==> config.mk <==
export PLATFORM = sky130hd
export DESIGN_NAME = sa_seq_ctrl
export DESIGN_NICKNAME = d
export VERILOG_FILES = /design/src/rtl/sa_seq_ctrl_pkg.sv /design/src/rtl/sa_seq_ctrl.sv
export SDC_FILE = /design/constraint.sdc
export NUM_CORES = 1
export LEC_CHECK = 0
export CAP_MARGIN = 10
export CORE_MARGIN = 3
export CORE_UTILIZATION = 50
export CTS_CLUSTER_DIAMETER = 120
export DETAILED_ROUTE_END_ITERATION = 12
export MAX_ROUTING_LAYER = met4
export PLACE_DENSITY = 0.79
export SLEW_MARGIN = 20
export SYNTH_ARGS = -nofsm -noshare
export SYNTH_HDL_FRONTEND = slang
export SYNTH_SLANG_ARGS = --single-unit
export TNS_END_PERCENT = 10
==> constraint.sdc <==
create_clock -name clk -period 3.2 [get_ports clk]
set_input_delay 0.48 -clock clk [delete_from_list [all_inputs] [get_ports clk]]
set_output_delay 0.48 -clock clk [all_outputs]
set_load 0.05 [all_outputs]
==> src/rtl/sa_seq_ctrl_pkg.sv <==
// Shared configuration and state encoding for the systolic-array tile-pass sequencer.
// Holds default array geometry, the one-hot phase encoding and the per-phase enable decode.
package sa_seq_ctrl_pkg;

  localparam int unsigned ArrayWidthDef  = 16;
  localparam int unsigned ArrayHeightDef = 16;
  localparam int unsigned DspDelayDef    = 1;

  typedef enum logic [6:0] {
    StIdle    = 7'b000_0001,
    StLoadW   = 7'b000_0010,
    StLoadIn  = 7'b000_0100,
    StCompute = 7'b000_1000,
    StDrain   = 7'b001_0000,
    StUnload  = 7'b010_0000,
    StDone    = 7'b100_0000
  } state_e;

  typedef struct packed {
    logic wb_load;
    logic wb_out;
    logic write_w;
    logic ib_load;
    logic ib_out;
    logic ob_load;
    logic unload;
  } ctrl_t;

  // Enables that depend on the phase alone; counter-dependent outputs are decoded in the top.
  function automatic ctrl_t phase_ctrl(state_e st);
    ctrl_t c;
    c = '0;
    unique case (st)
      StLoadW: c.wb_load = 1'b1;
      StLoadIn: begin
        c.ib_load = 1'b1;
        c.write_w = 1'b1;
        c.wb_out  = 1'b1;
      end
      StCompute: c.ib_out = 1'b1;
      StDrain: begin
        c.ib_out  = 1'b1;
        c.ob_load = 1'b1;
      end
      StUnload: begin
        c.ib_out = 1'b1;
        c.unload = 1'b1;
      end
      default: c = '0;
    endcase
    return c;
  endfunction

endpackage

==> src/rtl/sa_seq_ctrl.sv <==
// Phase sequencer for one systolic-array tile pass: load weights, load activations,
// compute, drain and unload, driving every buffer enable of the array top.
module sa_seq_ctrl
  import sa_seq_ctrl_pkg::*;
#(
  parameter int unsigned ARRAYWIDTH  = ArrayWidthDef,
  parameter int unsigned ARRAYHEIGHT = ArrayHeightDef,
  parameter int unsigned DSP_DELAY   = DspDelayDef,
  parameter int unsigned CNT_W       = 16,
  parameter int unsigned ADDR_W      = $clog2(2 * ARRAYHEIGHT)
) (
  input  logic              clk,
  input  logic              rst,
  input  logic              start,
  input  logic              abort,
  input  logic              out_ready,
  output logic [ADDR_W-1:0] src_addr,
  output logic              weight_buffer_load_en,
  output logic              weight_buffer_out_en,
  output logic              write_weight_en,
  output logic              input_buffer_load_en,
  output logic              input_buffer_out_en,
  output logic              output_buffer_load_en,
  output logic              output_buffer_out_en,
  output logic [ADDR_W-1:0] out_row,
  output logic              busy,
  output logic              done
);

  localparam int unsigned LoadLen    = ARRAYHEIGHT;
  localparam int unsigned ComputeLen = DSP_DELAY * ARRAYWIDTH;
  localparam int unsigned DrainLen   = DSP_DELAY * (ARRAYHEIGHT - 1) + ARRAYHEIGHT;
  localparam int unsigned UnloadLen  = ARRAYHEIGHT;
  localparam int unsigned MaxLen     = (DrainLen > ComputeLen) ? DrainLen : ComputeLen;

  if (longint'(MaxLen) > (longint'(1) << CNT_W)) begin : g_cnt_w_check
    $error("CNT_W too narrow for the longest phase");
  end
  if (longint'(2 * ARRAYHEIGHT) > (longint'(1) << ADDR_W)) begin : g_addr_w_check
    $error("ADDR_W too narrow for 2*ARRAYHEIGHT source rows");
  end

  state_e             state_q, state_d;
  logic [CNT_W-1:0]   cnt_q, cnt_d;
  ctrl_t              ctrl_q, ctrl_d;
  logic [ADDR_W-1:0]  src_addr_q, src_addr_d;
  logic [ADDR_W-1:0]  out_row_q, out_row_d;
  logic               busy_q, busy_d;
  logic               done_q, done_d;

  // Next phase and counter; each phase advances on its last count.
  always_comb begin
    state_d = state_q;
    cnt_d   = cnt_q;
    if (abort && (state_q != StIdle)) begin
      state_d = StIdle;
      cnt_d   = '0;
    end else begin
      unique case (state_q)
        StIdle: begin
          if (start) begin
            state_d = StLoadW;
            cnt_d   = '0;
          end
        end
        StLoadW: begin
          if (cnt_q == CNT_W'(LoadLen - 1)) begin
            state_d = StLoadIn;
            cnt_d   = '0;
          end else begin
            cnt_d = cnt_q + CNT_W'(1);
          end
        end
        StLoadIn: begin
          if (cnt_q == CNT_W'(LoadLen - 1)) begin
            state_d = StCompute;
            cnt_d   = '0;
          end else begin
            cnt_d = cnt_q + CNT_W'(1);
          end
        end
        StCompute: begin
          if (cnt_q == CNT_W'(ComputeLen - 1)) begin
            state_d = StDrain;
            cnt_d   = '0;
          end else begin
            cnt_d = cnt_q + CNT_W'(1);
          end
        end
        StDrain: begin
          if (cnt_q == CNT_W'(DrainLen - 1)) begin
            state_d = StUnload;
            cnt_d   = '0;
          end else begin
            cnt_d = cnt_q + CNT_W'(1);
          end
        end
        StUnload: begin
          // Only this phase stalls: the row counter moves only when the sink accepts.
          if (out_ready) begin
            if (cnt_q == CNT_W'(UnloadLen - 1)) begin
              state_d = StDone;
              cnt_d   = '0;
            end else begin
              cnt_d = cnt_q + CNT_W'(1);
            end
          end
        end
        StDone: begin
          state_d = StIdle;
          cnt_d   = '0;
        end
        default: begin
          state_d = StIdle;
          cnt_d   = '0;
        end
      endcase
    end
  end

  // Outputs are decoded from the next state so they land in registers aligned with the phase.
  always_comb begin
    ctrl_d     = phase_ctrl(state_d);
    busy_d     = (state_d != StIdle);
    done_d     = (state_d == StDone);
    src_addr_d = '0;
    out_row_d  = '0;
    if (state_d == StLoadW) begin
      src_addr_d = ADDR_W'(cnt_d);
    end else if (state_d == StLoadIn) begin
      src_addr_d = ADDR_W'(ARRAYHEIGHT) + ADDR_W'(cnt_d);
    end
    if (state_d == StUnload) begin
      out_row_d = ADDR_W'(cnt_d);
    end
  end

  always_ff @(posedge clk or negedge rst) begin
    if (!rst) begin
      state_q    <= StIdle;
      cnt_q      <= '0;
      ctrl_q     <= '0;
      src_addr_q <= '0;
      out_row_q  <= '0;
      busy_q     <= 1'b0;
      done_q     <= 1'b0;
    end else begin
      state_q    <= state_d;
      cnt_q      <= cnt_d;
      ctrl_q     <= ctrl_d;
      src_addr_q <= src_addr_d;
      out_row_q  <= out_row_d;
      busy_q     <= busy_d;
      done_q     <= done_d;
    end
  end

  assign weight_buffer_load_en = ctrl_q.wb_load;
  assign weight_buffer_out_en  = ctrl_q.wb_out;
  assign write_weight_en       = ctrl_q.write_w;
  assign input_buffer_load_en  = ctrl_q.ib_load;
  assign input_buffer_out_en   = ctrl_q.ib_out;
  assign output_buffer_load_en = ctrl_q.ob_load;
  assign output_buffer_out_en  = ctrl_q.unload & out_ready;
  assign src_addr              = src_addr_q;
  assign out_row               = out_row_q;
  assign busy                  = busy_q;
  assign done                  = done_q;

endmodule
After elaboration in Yosys (flattened, before gate mapping)

Cells that the tools add are included.
W data, S select, Z words.

Register bits after elaboration: 42
Input port bits: 5
Output and inout port bits: 19
Word-level logic and storage cells: 62

$add $sub $neg: 2
Eq/ne operators: 18
Multiplexer cells: 23
Bitwise operators: 1
Reduce and logical (&&, ||, !) cells: 4

Operator list:

| kind                    | number |
|---|---|
| $mux W16                | 5 |
| $pmux W16 S4            | 1 |
| $mux W7                 | 8 |
| $pmux W7 S6             | 1 |
| $add A16 B1 Y16 const B | 1 |
| $eq A16 B4 Y1 const B   | 1 |
| $eq A16 B5 Y1 const B   | 1 |
| $mux W5                 | 3 |
| $eq A7 B2 Y1 const B    | 2 |
| $eq A7 B3 Y1 const B    | 2 |
| $eq A7 B4 Y1 const B    | 2 |
| $eq A7 B5 Y1 const B    | 2 |
| $eq A7 B6 Y1 const B    | 2 |
| $ne A7 B1 Y1 const B    | 2 |
| $eq A7 B1 Y1 const B    | 1 |
| $eq A7 B7 Y1 const B    | 1 |
| $ne A3 B3 Y1 const B    | 2 |
| $reduce_or A3 Y1        | 2 |
| $add A5 B5 Y5 const A   | 1 |
| $mux W1                 | 4 |
| $mux W3                 | 1 |
| $reduce_and A2 Y1       | 1 |
| $and A1 B1 Y1           | 1 |
| $logic_and A1 B1 Y1     | 1 |

Depth between registers and ports, before layout

Depth after elaboration: 8
Mapped depth: 9
Mapped depth without buffers: 7

Worst setup path before layout

OpenSTA, ideal clock, no wires.

Path type: register to register
From: register cnt_q[5]
To: register src_addr_q[4], in the netlist src_addr[4]
Library setup time: 0.146 ns
Data arrival time: 1.956 ns
Data required time: 3.054 ns
Path slack: 1.098 ns
Stages on the path, launching flop included: 7
Path buffers: 0
Clock period less this slack: 2.102 ns
Cell sequence: dfrtp_1 nor4_1 nand3_1 o21ai_2 o221ai_1 o211ai_1 mux2i_1

Word-level cells in the longest chain between the ends: 8
Elaborated cells on any way between the ends: 20
Classes of those cells: add/sub: 1; eq/ne: 4; mux: 15

Ends and longest elaborated chain:

| element                                              | RTL line                               | RTL |
|---|---|---|
| from (decl)                                          | sa_seq_ctrl.sv:44                      | `logic [CNT_W-1:0] cnt_q, cnt_d;` |
| from (signal assigned)                               | sa_seq_ctrl.sv:149                     | `cnt_q <= cnt_d;` |
| $eq A16 B4 Y1                                        | -                                      |  |
| $mux W16 / $mux W7 (equally long branches)           | -                                      |  |
| $mux W16 / $mux W7 (equally long branches)           | sa_seq_ctrl.sv:100                     | `if (out_ready) begin` |
| $pmux W16 S4 / $pmux W7 S6 (equally long branches)   | sa_seq_ctrl.sv:59                      | `unique case (state_q)` |
| $mux W16 / $mux W7 (equally long branches)           | sa_seq_ctrl.sv:55                      | `if (abort && (state_q != StIdle)) begin` |
| $add A5 B5 Y5 / $eq A7 B3 Y1 (equally long branches) | sa_seq_ctrl.sv:131, sa_seq_ctrl.sv:130 |  |
| $mux W5                                              | sa_seq_ctrl.sv:130                     | `end else if (state_d == StLoadIn) begin` |
| $mux W5 (*)                                          | sa_seq_ctrl.sv:128                     | `if (state_d == StLoadW) begin` |
| via src_addr_d[4]                                    | sa_seq_ctrl.sv:46                      | `logic [ADDR_W-1:0] src_addr_q, src_addr_d;` |
| to (signal assigned)                                 | sa_seq_ctrl.sv:151                     | `src_addr_q <= src_addr_d;` |
| to (decl)                                            | sa_seq_ctrl.sv:46                      |  |

Mark *: on every way through the listed nets, which the timed path passes. The rest lies on a longest branch. The select of a mux whose other input is x is not followed.
A chain may end at the register's enable or synchronous reset.

Final worst setup path

Ends and elaborated chain as after synthesis.

==> flow_summary.ini <==
[sta]
worst_slew_pin_slew_ns = 0.859
final-setup-viol-count = 0
rsz0062_at_grt = false
max-slew-margin-rel_pct = 42.7
drv_slew = 0
period_share_pct = 78.2
skew_ns = 0.00934
hold_viol_final = 0
post-route-min-period_ns = 2.50
max_freq_ghz = 0.400
fin_tns_setup_ns = 0

[placed_design]
io_buffer_count = 23
place_hpwl_um = 3220
placed_area_um2 = 2330
gp_congestion = 0.925

[pwr]
power.density_nw_per_um2 = 566
leakage_nw = 1.09
ir_drop_mv = 0.384

[floorplanning]
die_w_um = 70.9
core_um2 = 3850
floorplan.rows = 22
pin_count = 24
die_area_um2 = 5020
start_util_pct = 54.6
die_y_um = 70.9

[clock_tree]
tritoncts = built
cts_root_buffer = clkbuf_8
clock_latency_ns = 0.30
clk_pin_slew_ns = 0.08
ctsResizeCount = 0
h-tree-depth = 2
cts_hold_buffers = 0
cts.sinks = 40
clockBufferDepth = 2
cts_setup_buffers = 0
numCtsBuffers = 5

[global_routing]
grt_pass1_vias = 1608
track_usage_pct = 20.1
grt_remaining_overflow = 0
grt_pass1_wl_um = 7800
antenna_found_initial = 0
grt_max_degree = 41

[logic_synthesis]
avgSynthCellArea_um2 = 9.74
synth_edf_count = 0
syn_area_um2 = 2100
synth_top_area_cell = dfrtp_1
synth_ff_type = dfrtp_1
yosysTopAreaCellShare_pct = 46.4
netlist-cell-type-count = 55
yosysSeqAreaShare_pct = 47.7
synth_seq_cells = 40
synth.net_count = 223
synthCells = 216
yosys-top-cells-area = dfrtp_1 (46%), nor2_1 (3.4%), a21oi_1 (3.3%)
ys_warn_count = 0
async_flop_share_pct = 100

[run_status]
status = finished, final reports clean

[finish]
fillers = 337
final_layout_size_suffix_gt1_share_pct = 7.47
fin_area_um2 = 2440
layout_commonest_cell = dfrtp_1
antenna-diode-count = 0
finalNetCount = 247
layout_common_cells = dfrtp_1 (39), clkdlybuf4s50_1 (22), nor2_1 (19)
area_growth_pct = 15.9

[critical_path]
critPathLaunchType = register
crit_required_ns = 3.36
cp_max_fo = 9
ff2ff_setup_slack_ns = 0.70
crit_path_max_incr_delay_ns = 0.46
path_cells = nor4_1 > nand3_1 > o21ai_2 > o221ai_1 > o211ai_1 > mux2i_1
r2r.worst_path.cells = 6
reg2reg_from = cnt_q[5]$_DFFE_PN0P_
regToRegEndpoint = src_addr[4]$_DFF_PN0_
critPathCaptureType = register
slowest_stage = o211ai_1
cp.arrival_ns = 2.66
path_class = register to register

[detailed_routing]
met3WireLength_um = 288
wirelength_um = 4730
route.detailed.drc = 0
wl_met2_um = 2160
first_pass_iters = 5
drt_iter0_markers = 177
ant_nets = 0
viasPerCell = 6.07
highest_layer = met4
vias = 1753
wl_per_cell_um = 16.4
routedLengthMet1_um = 2240

[flow_run]
drv_cap = 0

[hold_path]
min_path_type = primary input to async pin
how the worst max path moves through the flow:
stage / start / endpoint / slack (ns)
2_1_floorplan: cnt_q[5]$_DFFE_PN0P_ / src_addr[4]$_DFF_PN0_ / 1.10
3_3_place_gp: out_ready / cnt_q[9]$_DFFE_PN0P_ / 0.64
3_5_place_dp: out_ready / cnt_q[6]$_DFFE_PN0P_ / 0.55
4_1_cts: cnt_q[6]$_DFFE_PN0P_ / src_addr[4]$_DFF_PN0_ / 0.72
5_1_grt: cnt_q[5]$_DFFE_PN0P_ / src_addr[2]$_DFF_PN0_ / 0.42
6_report: cnt_q[5]$_DFFE_PN0P_ / src_addr[4]$_DFF_PN0_ / 0.70
per-stage QoR:
step / cells / setup slack [ns] / hold slack [ns] / util (%) / power (W)
floorplan: 216 / 1.10 / 0.184 / - / 0.000847
global placement: 281 / 0.638 / 0.493 / 60.4 / 0.000963
detailed placement: 281 / 0.550 / 0.505 / 60.4 / 0.000969
CTS: 289 / 0.725 / 0.336 / 63.2 / 0.00139
global route: 289 / 0.415 / 0.354 / 63.2 / 0.00145
finish: 289 / 0.699 / 0.274 / 63.2 / 0.00138
state kept, by name (all words and copies together), names as in the netlist:
signal	cells
state_q	7
done	1
out_row	5
weight_buffer_load_en	1
src_addr	5
ctrl_q	1
input_buffer_out_en	1
output_buffer_load_en	1
input_buffer_load_en	1
busy	1
cnt_q	16
Yosys cell counts, drive strengths merged (4+ instances only):
library cell / count
dfrtp: 39
nor2: 20
inv: 15
a21oi: 14
nand2: 14
nand3: 12
o21ai: 9
and2: 7
buf: 7
nor3: 7
nor4: 7
and3: 6
o211ai: 6
a31oi: 4
nand4: 4
power breakdown:
part	internal, W	leakage [nW]	total (W)	switching [W]
Clock	0.000231	0.0541	0.000419	0.000188
Sequential	0.000536	0.552	0.000569	0.0000334
Combinational	0.000131	0.483	0.000392	0.000261
layout make-up:
class | count | area, um^2 | area share, %
sequential | 40 | 1000 | 41.1
multi-input combinational | 153 | 967 | 39.7
timing repair buffer | 25 | 240 | 9.86
clock buffer | 5 | 68.8 | 2.82
tap | 48 | 60.1 | 2.46
inverter | 15 | 56.3 | 2.31
clock inverter | 3 | 42.5 | 1.75
cell families (layout without fill, tap and decap cells):
kind of cell	Yosys count	after routing	share of synthesized area, %
adders and majority gates	2	2	1.19
xor gates and xnor gates	1	1	0.416
AOI/OAI and AO/OA	55	55	18.8
and+or+nand+nor	92	92	24.2
muxes	3	3	1.43
DFF	40	40	47.7
buffers and inverters	23	48	6.36
critical path, delay by kind of cell (launching register included):
kind               cells  cell delay, ns
AOI/OAI and AO/OA      3            1.11
DFF                    1            0.44
muxes                  1            0.14
and+or+nand+nor        2            0.68
layer usage:
metal  up-vias  track usage, %
met4         0            4.38
met1       847            28.8
met5         -               -
met3         5            4.40
met2        63            29.4
li1        838               -
No activity file was read; power rests on OpenSTA's default activity.
